===== config.mk =====
export PLATFORM = sky130hd
export DESIGN_NAME = uart_rx_ctrl
export DESIGN_NICKNAME = d
export VERILOG_FILES = /design/src/rtl/uart_pkg.sv /design/src/rtl/uart_byte_fifo.sv /design/src/rtl/uart_rx_ctrl.sv
export SDC_FILE = /design/constraint.sdc
export NUM_CORES = 1
export LEC_CHECK = 0
export CAP_MARGIN = 20
export CORE_MARGIN = 1
export CORE_UTILIZATION = 60
export DETAILED_ROUTE_END_ITERATION = 8
export DONT_BUFFER_PORTS = 1
export MAX_ROUTING_LAYER = met4
export PLACE_DENSITY_LB_ADDON = 0.05
export SLEW_MARGIN = 0
export SYNTH_ARGS = -nofsm -noshare
export SYNTH_HDL_FRONTEND = slang
export SYNTH_SLANG_ARGS = --single-unit
export TNS_END_PERCENT = 1

===== constraint.sdc =====
create_clock -name i_Clock -period 5.1 [get_ports i_Clock]
set_input_delay 0.765 -clock i_Clock [delete_from_list [all_inputs] [get_ports i_Clock]]
set_output_delay 0.765 -clock i_Clock [all_outputs]
set_load 0.005 [all_outputs]

===== src/rtl/uart_pkg.sv =====
// Shared definitions for the UART receive-side controller.
package uart_pkg;

    localparam int unsigned DEFAULT_FIFO_DEPTH = 16;

    typedef enum logic [1:0] {
        S_IDLE     = 2'd0,
        S_ACK      = 2'd1,
        S_WAIT_CLR = 2'd2
    } rx_state_t;

endpackage


===== src/rtl/uart_byte_fifo.sv =====
// Synchronous first-word-fall-through byte FIFO with occupancy count.
module uart_byte_fifo #(
    parameter int unsigned DEPTH = 16
) (
    input  logic                     i_Clock,
    input  logic                     i_Reset,
    input  logic                     i_Push,
    input  logic [7:0]               i_Data,
    input  logic                     i_Pop,
    output logic [7:0]               o_Data,
    output logic                     o_Full,
    output logic                     o_Empty,
    output logic [$clog2(DEPTH):0]   o_Count
);

    localparam int unsigned AW = $clog2(DEPTH);
    localparam int unsigned CW = AW + 1;

    logic [7:0]    mem [DEPTH];
    logic [AW-1:0] wr_ptr;
    logic [AW-1:0] rd_ptr;
    logic          push_ok;
    logic          pop_ok;

    assign o_Full  = (o_Count == CW'(DEPTH));
    assign o_Empty = (o_Count == '0);
    assign push_ok = i_Push && !o_Full;
    assign pop_ok  = i_Pop && !o_Empty;
    assign o_Data  = mem[rd_ptr];

    always_ff @(posedge i_Clock) begin
        if (push_ok) begin
            mem[wr_ptr] <= i_Data;
        end
    end

    // Pointers wrap at the power-of-two depth; count never exceeds DEPTH
    // because pushes are refused when full.
    always_ff @(posedge i_Clock) begin
        if (i_Reset) begin
            wr_ptr  <= '0;
            rd_ptr  <= '0;
            o_Count <= '0;
        end else begin
            if (push_ok) begin
                wr_ptr <= wr_ptr + AW'(1);
            end
            if (pop_ok) begin
                rd_ptr <= rd_ptr + AW'(1);
            end
            if (push_ok && !pop_ok) begin
                o_Count <= o_Count + CW'(1);
            end else if (pop_ok && !push_ok) begin
                o_Count <= o_Count - CW'(1);
            end
        end
    end

endmodule


===== src/rtl/uart_rx_ctrl.sv =====
// Captures bytes from uart_rx into a local FIFO, acknowledges each frame,
// and offers buffered bytes to the consumer over valid/ready.
module uart_rx_ctrl
    import uart_pkg::*;
#(
    parameter int unsigned FIFO_DEPTH     = DEFAULT_FIFO_DEPTH,
    parameter bit          HOLD_WHEN_FULL = 1'b0
) (
    input  logic                           i_Clock,
    input  logic                           i_Reset,
    input  logic                           i_Rx_DV,
    input  logic [7:0]                     i_Rx_Byte,
    output logic                           o_Rx_Next,
    output logic                           o_Valid,
    output logic [7:0]                     o_Data,
    input  logic                           i_Ready,
    output logic [$clog2(FIFO_DEPTH):0]    o_Count,
    output logic                           o_Overflow,
    input  logic                           i_Clear_Overflow
);

    rx_state_t state;
    logic      fifo_full;
    logic      fifo_empty;
    logic      detect;
    logic      push;
    logic      drop;
    logic      pop;

    // Full is judged on pre-pop occupancy, so a same-cycle pop never frees room.
    always_comb begin
        detect = (state == S_IDLE) && i_Rx_DV;
        push   = detect && !fifo_full;
        drop   = detect && fifo_full && !HOLD_WHEN_FULL;
        pop    = !fifo_empty && i_Ready;
    end

    assign o_Valid = !fifo_empty;

    uart_byte_fifo #(
        .DEPTH (FIFO_DEPTH)
    ) u_fifo (
        .i_Clock (i_Clock),
        .i_Reset (i_Reset),
        .i_Push  (push),
        .i_Data  (i_Rx_Byte),
        .i_Pop   (pop),
        .o_Data  (o_Data),
        .o_Full  (fifo_full),
        .o_Empty (fifo_empty),
        .o_Count (o_Count)
    );

    // o_Rx_Next is registered alongside the state so it is high exactly in S_ACK.
    always_ff @(posedge i_Clock) begin
        if (i_Reset) begin
            state      <= S_IDLE;
            o_Rx_Next  <= 1'b0;
            o_Overflow <= 1'b0;
        end else begin
            o_Rx_Next <= 1'b0;
            case (state)
                S_IDLE: begin
                    if (push || drop) begin
                        state     <= S_ACK;
                        o_Rx_Next <= 1'b1;
                    end
                end
                S_ACK: begin
                    state <= S_WAIT_CLR;
                end
                S_WAIT_CLR: begin
                    if (!i_Rx_DV) begin
                        state <= S_IDLE;
                    end
                end
                default: begin
                    state <= S_IDLE;
                end
            endcase

            if (drop) begin
                o_Overflow <= 1'b1;
            end else if (i_Clear_Overflow) begin
                o_Overflow <= 1'b0;
            end
        end
    end

endmodule


# [Word-level counts from Yosys, hierarchy flattened]
# Memories as Yosys holds them, arrays and structs flattened. A register that Yosys moved wholly into a read port is not among the register bits.
# Index checks and enable logic that the tools add are counted.
[word_totals] register_bits=17 mem_bits_rw=128 in_bits=13 output_inout_bits=16 memories=1
[op_classes] n_addsub=4 eq_ne=5 mux=12 bitwise=1 n_reduce_logical=19
[memory_table] name="u_fifo.mem" depth=16 width=8 read_ports=1 rd_clocked_by_memory_dff=1 write_ports=1 line_no="uart_byte_fifo.sv:19" text="logic [7:0] mem [DEPTH];"
[op_table] operator="2-to-1 mux 5 bit" count=2
[op_table] operator="adder 4 x 1 -> 4 bit, second input constant" count=2
[op_table] operator="logical AND 1 bit" count=8
[op_table] operator="2-to-1 mux 4 bit" count=2
[op_table] operator="one-hot mux 2 bit (3 select lines)" count=1
[op_table] operator="adder 5 x 1 -> 5 bit, second input constant" count=1
[op_table] operator="== test 5 bit, second input constant" count=1
[op_table] operator="logical NOT 5 bit" count=1
[op_table] operator="2-to-1 mux 1 bit" count=5
[op_table] operator="subtractor 5 x 1 -> 5 bit, second input constant" count=1
[op_table] operator="logical NOT 1 bit" count=4
[op_table] operator="2-to-1 mux 2 bit" count=2
[op_table] operator="nonzero test 2 bit" count=2
[op_table] operator="== test 2 x 1 -> 1 bit, second input constant" count=1
[op_table] operator="== test 2 bit, second input constant" count=1
[op_table] operator="logical NOT 2 bit" count=1
[op_table] operator="!= test 2 x 1 -> 1 bit, second input constant" count=1
[op_table] operator="!= test 2 bit, second input constant" count=1
[op_table] operator="AND reduction 2 bit" count=1
[op_table] operator="OR reduction 2 bit" count=1
[op_table] operator="logical OR 1 bit" count=1
[op_table] operator="NOT 1 bit" count=1

# [Logic depth before layout (Yosys ltp)]
[depth] word_depth=8 ltp_mapped=10 depth_no_buf=9

# [By module]
# From an unflattened synthesis, not the netlist that was laid out.
[hier_totals] cells_unflattened=323 hier_area_um2=5871.9
[by_module_without_submodules] mod="uart_byte_fifo" instances=1 cells_each=309 area_each_um2=5716.7 seq_area_each_um2=4184.0
[by_module_without_submodules] mod="uart_rx_ctrl" instances=1 cells_each=14 area_each_um2=155.1 seq_area_each_um2=80.1

# [Worst setup path after synthesis]
# No wires, ideal clock.
[synth_path] kind="in2reg" startpoint="input i_Rx_DV" endpoint="register u_fifo.o_Count[4]" t_arrival_ns=2.812 slack_ns=2.168 cell_stages=10 n_path_buf=1 path_cell_list="or3b_1 buf_6 a21oi_4 ha_1 inv_1 ha_1 a21oi_1 a211oi_1 a31oi_1 mux2_2"
[synth_between] elab_chain_cells=6 word_cells_on_any_way=8
[synth_lines] item="start: declaration" line_no="uart_rx_ctrl.sv:11" text="input logic i_Rx_DV,"
[synth_lines] item="logical AND 1 bit *" line_no="uart_rx_ctrl.sv:32" text="detect = (state == S_IDLE) && i_Rx_DV;"
[synth_lines] item="logical AND 1 bit *" line_no="uart_rx_ctrl.sv:33" text="push = detect && !fifo_full;"
[synth_lines] item="logical AND 1 bit *" line_no="uart_byte_fifo.sv:27" text="assign push_ok = i_Push && !o_Full;"
[synth_lines] item="named net u_fifo.push_ok" line_no="uart_byte_fifo.sv:22" text="logic push_ok;"
[synth_lines] item="logical NOT 1 bit" line_no="uart_byte_fifo.sv:53" text="end else if (pop_ok && !push_ok) begin"
[synth_lines] item="logical AND 1 bit" line_no="uart_byte_fifo.sv:53"
[synth_lines] item="nonzero test 2 bit (no source line)"
[synth_lines] item="end signal: assignment" line_no="uart_byte_fifo.sv:52" text="o_Count <= o_Count + CW'(1);"
[synth_lines] item="end signal: assignment" line_no="uart_byte_fifo.sv:54" text="o_Count <= o_Count - CW'(1);"
[synth_lines] item="end: declaration" line_no="uart_byte_fifo.sv:13" text="output logic [$clog2(DEPTH):0] o_Count"
# The timed path passes the listed nets; every way through them passes the cells marked *.
# A chain may end at the register's enable or synchronous reset.

==> metrics.md <==
| Metric | Value |
|---|---|
| Status | completed |
| Antenna Nets Post-Route | 0 |
| Antenna Cells | 0 |
| Final setup violating endpoints | 0 |
| Port Buf Inserts | 0 |
| Fillcell total | about 590 |
| Maxcap violations | 0 |
| VDD IR-drop max | between 200 and 300 µV |
| Crit-path cells | buf_4 > mux4_2 > a22oi_1 > nand2_1 |
| Max-slew violation count | 0 |
| Simple-gate share of the synthesized area | 0.0608 |
| Sequential share of the synthesized area | 0.717 |
| Critical path's slowest cell | dfxtp_2 |
| CP bufs+invs | 1 |
| Worst slew pin tran | roughly 0.87 ns |
| Cell variety after synth | 37 |
| Mux share of post-synthesis cell area | 0.126 |
| Top FF cell, synth | edfxtp_1 |
| CTS Hold Bufs | 0 |
| Grt total ovfl | 0 |
| Overall power | 0.00320 W |
| Compound-cell area share of the yosys netlist | 0.0399 |
| RSZ-0062 raised after global routing | no |
| DRC viols | 0 |
| Via count | roughly 2900 |
| Die ar. | 10300 µm² |
| Post-synth EDFFs | 128 |
| Sink Count | 149 |
| Lkg Pwr | 2.17 nW |
| Area Growth Syn to Fin | 11.0% |
| Post-CTS setup buffer count | 0 |
| Synth top area cells | edfxtp_1, mux4_2, dfxtp_1, ha_1, a22oi_1 |
| Post-Synthesis Cells | 325 |
| Gpl congestion | roughly 0.80 |
| Die Ht | 102 µm |
| Global-route wire length before repair | 16700 µm |
| WL final | approximately 11000 µm |
| Skew-Pair Late Insertion Delay | slightly above 0.5 ns |
| Syn Nets | approximately 350 |
| Final Cycle Share | 0.679 |
| Reg clk slew, reported paths | ~0.06 ns |
| Drt pass-1 iters | 4 |
| Post-synth top cells | edfxtp_1, mux4_2, nor2_1 |
| Mean post-synth cell area | 18.3 µm² |
| Synth area leader | edfxtp_1 |
| Max FO, Critical Path | 19 |
| CP Class | flop to primary output |
| Vias in the first global route | slightly below 3000 |
| Top-area cell type share of the netlist area | 0.646 |
| Antenna violations before repair | 0 |
| I/O pins | 29 |
| Async SR Flop Fraction | 0 |
| Synth warn | 0 |
| Core Box Area | 9420 µm² |
| Power Density | a little under 500 nW/µm² |
| Worst stage delay on the critical path | just over 0.8 ns |
| Post-CTS resize count | 0 |
| Max Clk Rate | 0.289 GHz |
| Share of layout cells above drive strength 1 | 0.198 |
| Vias per cell | 6.06 |
| XOR/XNOR share of the synthesized area | 0.0132 |
| Chip width | 102 µm |
| Tot GR Track Use | 0.243 |
| Hold WC Path Type | input pin to flop |
| Cts bufs inserted | 17 |
| Cell with the most instances after synthesis | edfxtp_1 |
| Setup crit start kind | flop |
| Worst EP required | 4.34 ns |
| FP Rows | 35 |
| Root buffer cell | clkbuf_8 |
| H-tree levels | 4 |
| Synth Register Bits | 149 |
| Clk buf depth | 2 |
| Post-Syn Area | 5950 µm² |
| Post-DP HPWL | 6960 µm |
| WL per Instance | 22.8 µm |
| Final Hold Violating Endpoints | 0 |
| Endpoint type of the worst setup path | primary output |
| CP Data Arrival Time | 2.70 ns |
| Largest family of logic cells by synthesized area | multiplexers |
| # nets final | roughly 360 |
| Clk_skew | 0.0133 ns |
| Core Util, Final | 0.702 |
| CTS tree | done |
| Crit-path leading delay family | flip-flops |
| Pin count of the biggest net entering global routing | 33 |
| Adder-Cell Fraction of Synth Area | 0.0244 |
| First DRT Iteration DRCs | 144 |
| Initial Util | 0.632 |
| Final Critical Period | 3.47 ns |
| Rel. slew slack | 0.420 |
| Post-route setup TNS | 0 ns |
==> logic make-up after synthesis <==
family	Yosys count
XOR/XNOR	9
flip-flops	149
multiplexers	35
AND/OR/NAND/NOR	65
buffers and inverters	25
AO/OA/AOI/OAI	31
adder cells (fa/ha/maj)	11
==> sequential cells by signal (all words and copies together) (netlist names), named ones only <==
| name | cells |
|---|---|
| o_Overflow | 1 |
| o_Rx_Next | 1 |
| state | 2 |
| u_fifo.mem | 128 |
| u_fifo.o_Count | 5 |
| u_fifo.rd_ptr | 4 |
| u_fifo.wr_ptr | 4 |
==> layout by cell type (no fill, tap or decap), types with 3 or more instances in the layout <==
cell type  count
clkbuf_16     19
clkbuf_1       5
nor2_1        24
and2_1        13
mux4_2        32
nor2b_1        3
nand3_1        3
a22oi_1       16
xor2_1         5
ha_1          10
inv_1         10
edfxtp_1     128
dfxtp_1       20
a21oi_1        5
nand3b_1       3
a211oi_1       3
xnor2_1        4
clkinv_2       3
nand2_1       10
==> per-layer routing <==
layer  vias to the layer above  share of wire  GRT usage
met5                         -              0          -
met4                         0          0.012     0.0870
met3                        15          0.040     0.0573
met2                        77           0.52      0.395
met1                      1484           0.43      0.300
li1                       1291              -          -
==> path summary, 6_finish.rpt <==
check / startpoint / to / slack (ns) / cells after the start
min reg2reg: state[0] / state[1] / 0.50 / 2
min: i_Reset / flop / 0.31 / 1
max reg2reg: u_fifo.o_Count[1] / u_fifo.o_Count[4] / 2.31 / 9
max: flop / o_Data[2] / 1.63 / 4
==> power by group <==
group	switching (W)	internal, W	leakage (nW)
registers	0.0000982	0.00138	1.33
clock network	0.000451	0.000685	0.276
logic	0.000275	0.000315	0.568
==> cell type report <==
type / instances / area (µm²) / share of cell area
Tap cell: 129 / 161 / 0.0244
Multi-Input combinational cell: 151 / 1580 / 0.238
Clock inverter: 7 / 45.0 / 0.00682
Timing Repair Buffer: 2 / 15.0 / 0.00227
Inverter: 10 / 37.5 / 0.00568
Sequential cell: 149 / 4270 / 0.646
Clock buffer: 25 / 508 / 0.0769
==> metrics by stage <==
| step | cell area (µm²) | instances | hold WS, ns | worst slack, ns |
|---|---|---|---|---|
| after floorplan | 5950 | 325 | 0.454 | 2.17 |
| after global placement | 6050 | 441 | 0.464 | 2.04 |
| after detailed placement | 6050 | 441 | 0.483 | 1.99 |
| after CTS | 6610 | 473 | 0.297 | 1.55 |
| after global routing | 6610 | 473 | 0.296 | 1.44 |
| final | 6610 | 473 | 0.310 | 1.63 |
(Power assumes the default switching activity.)
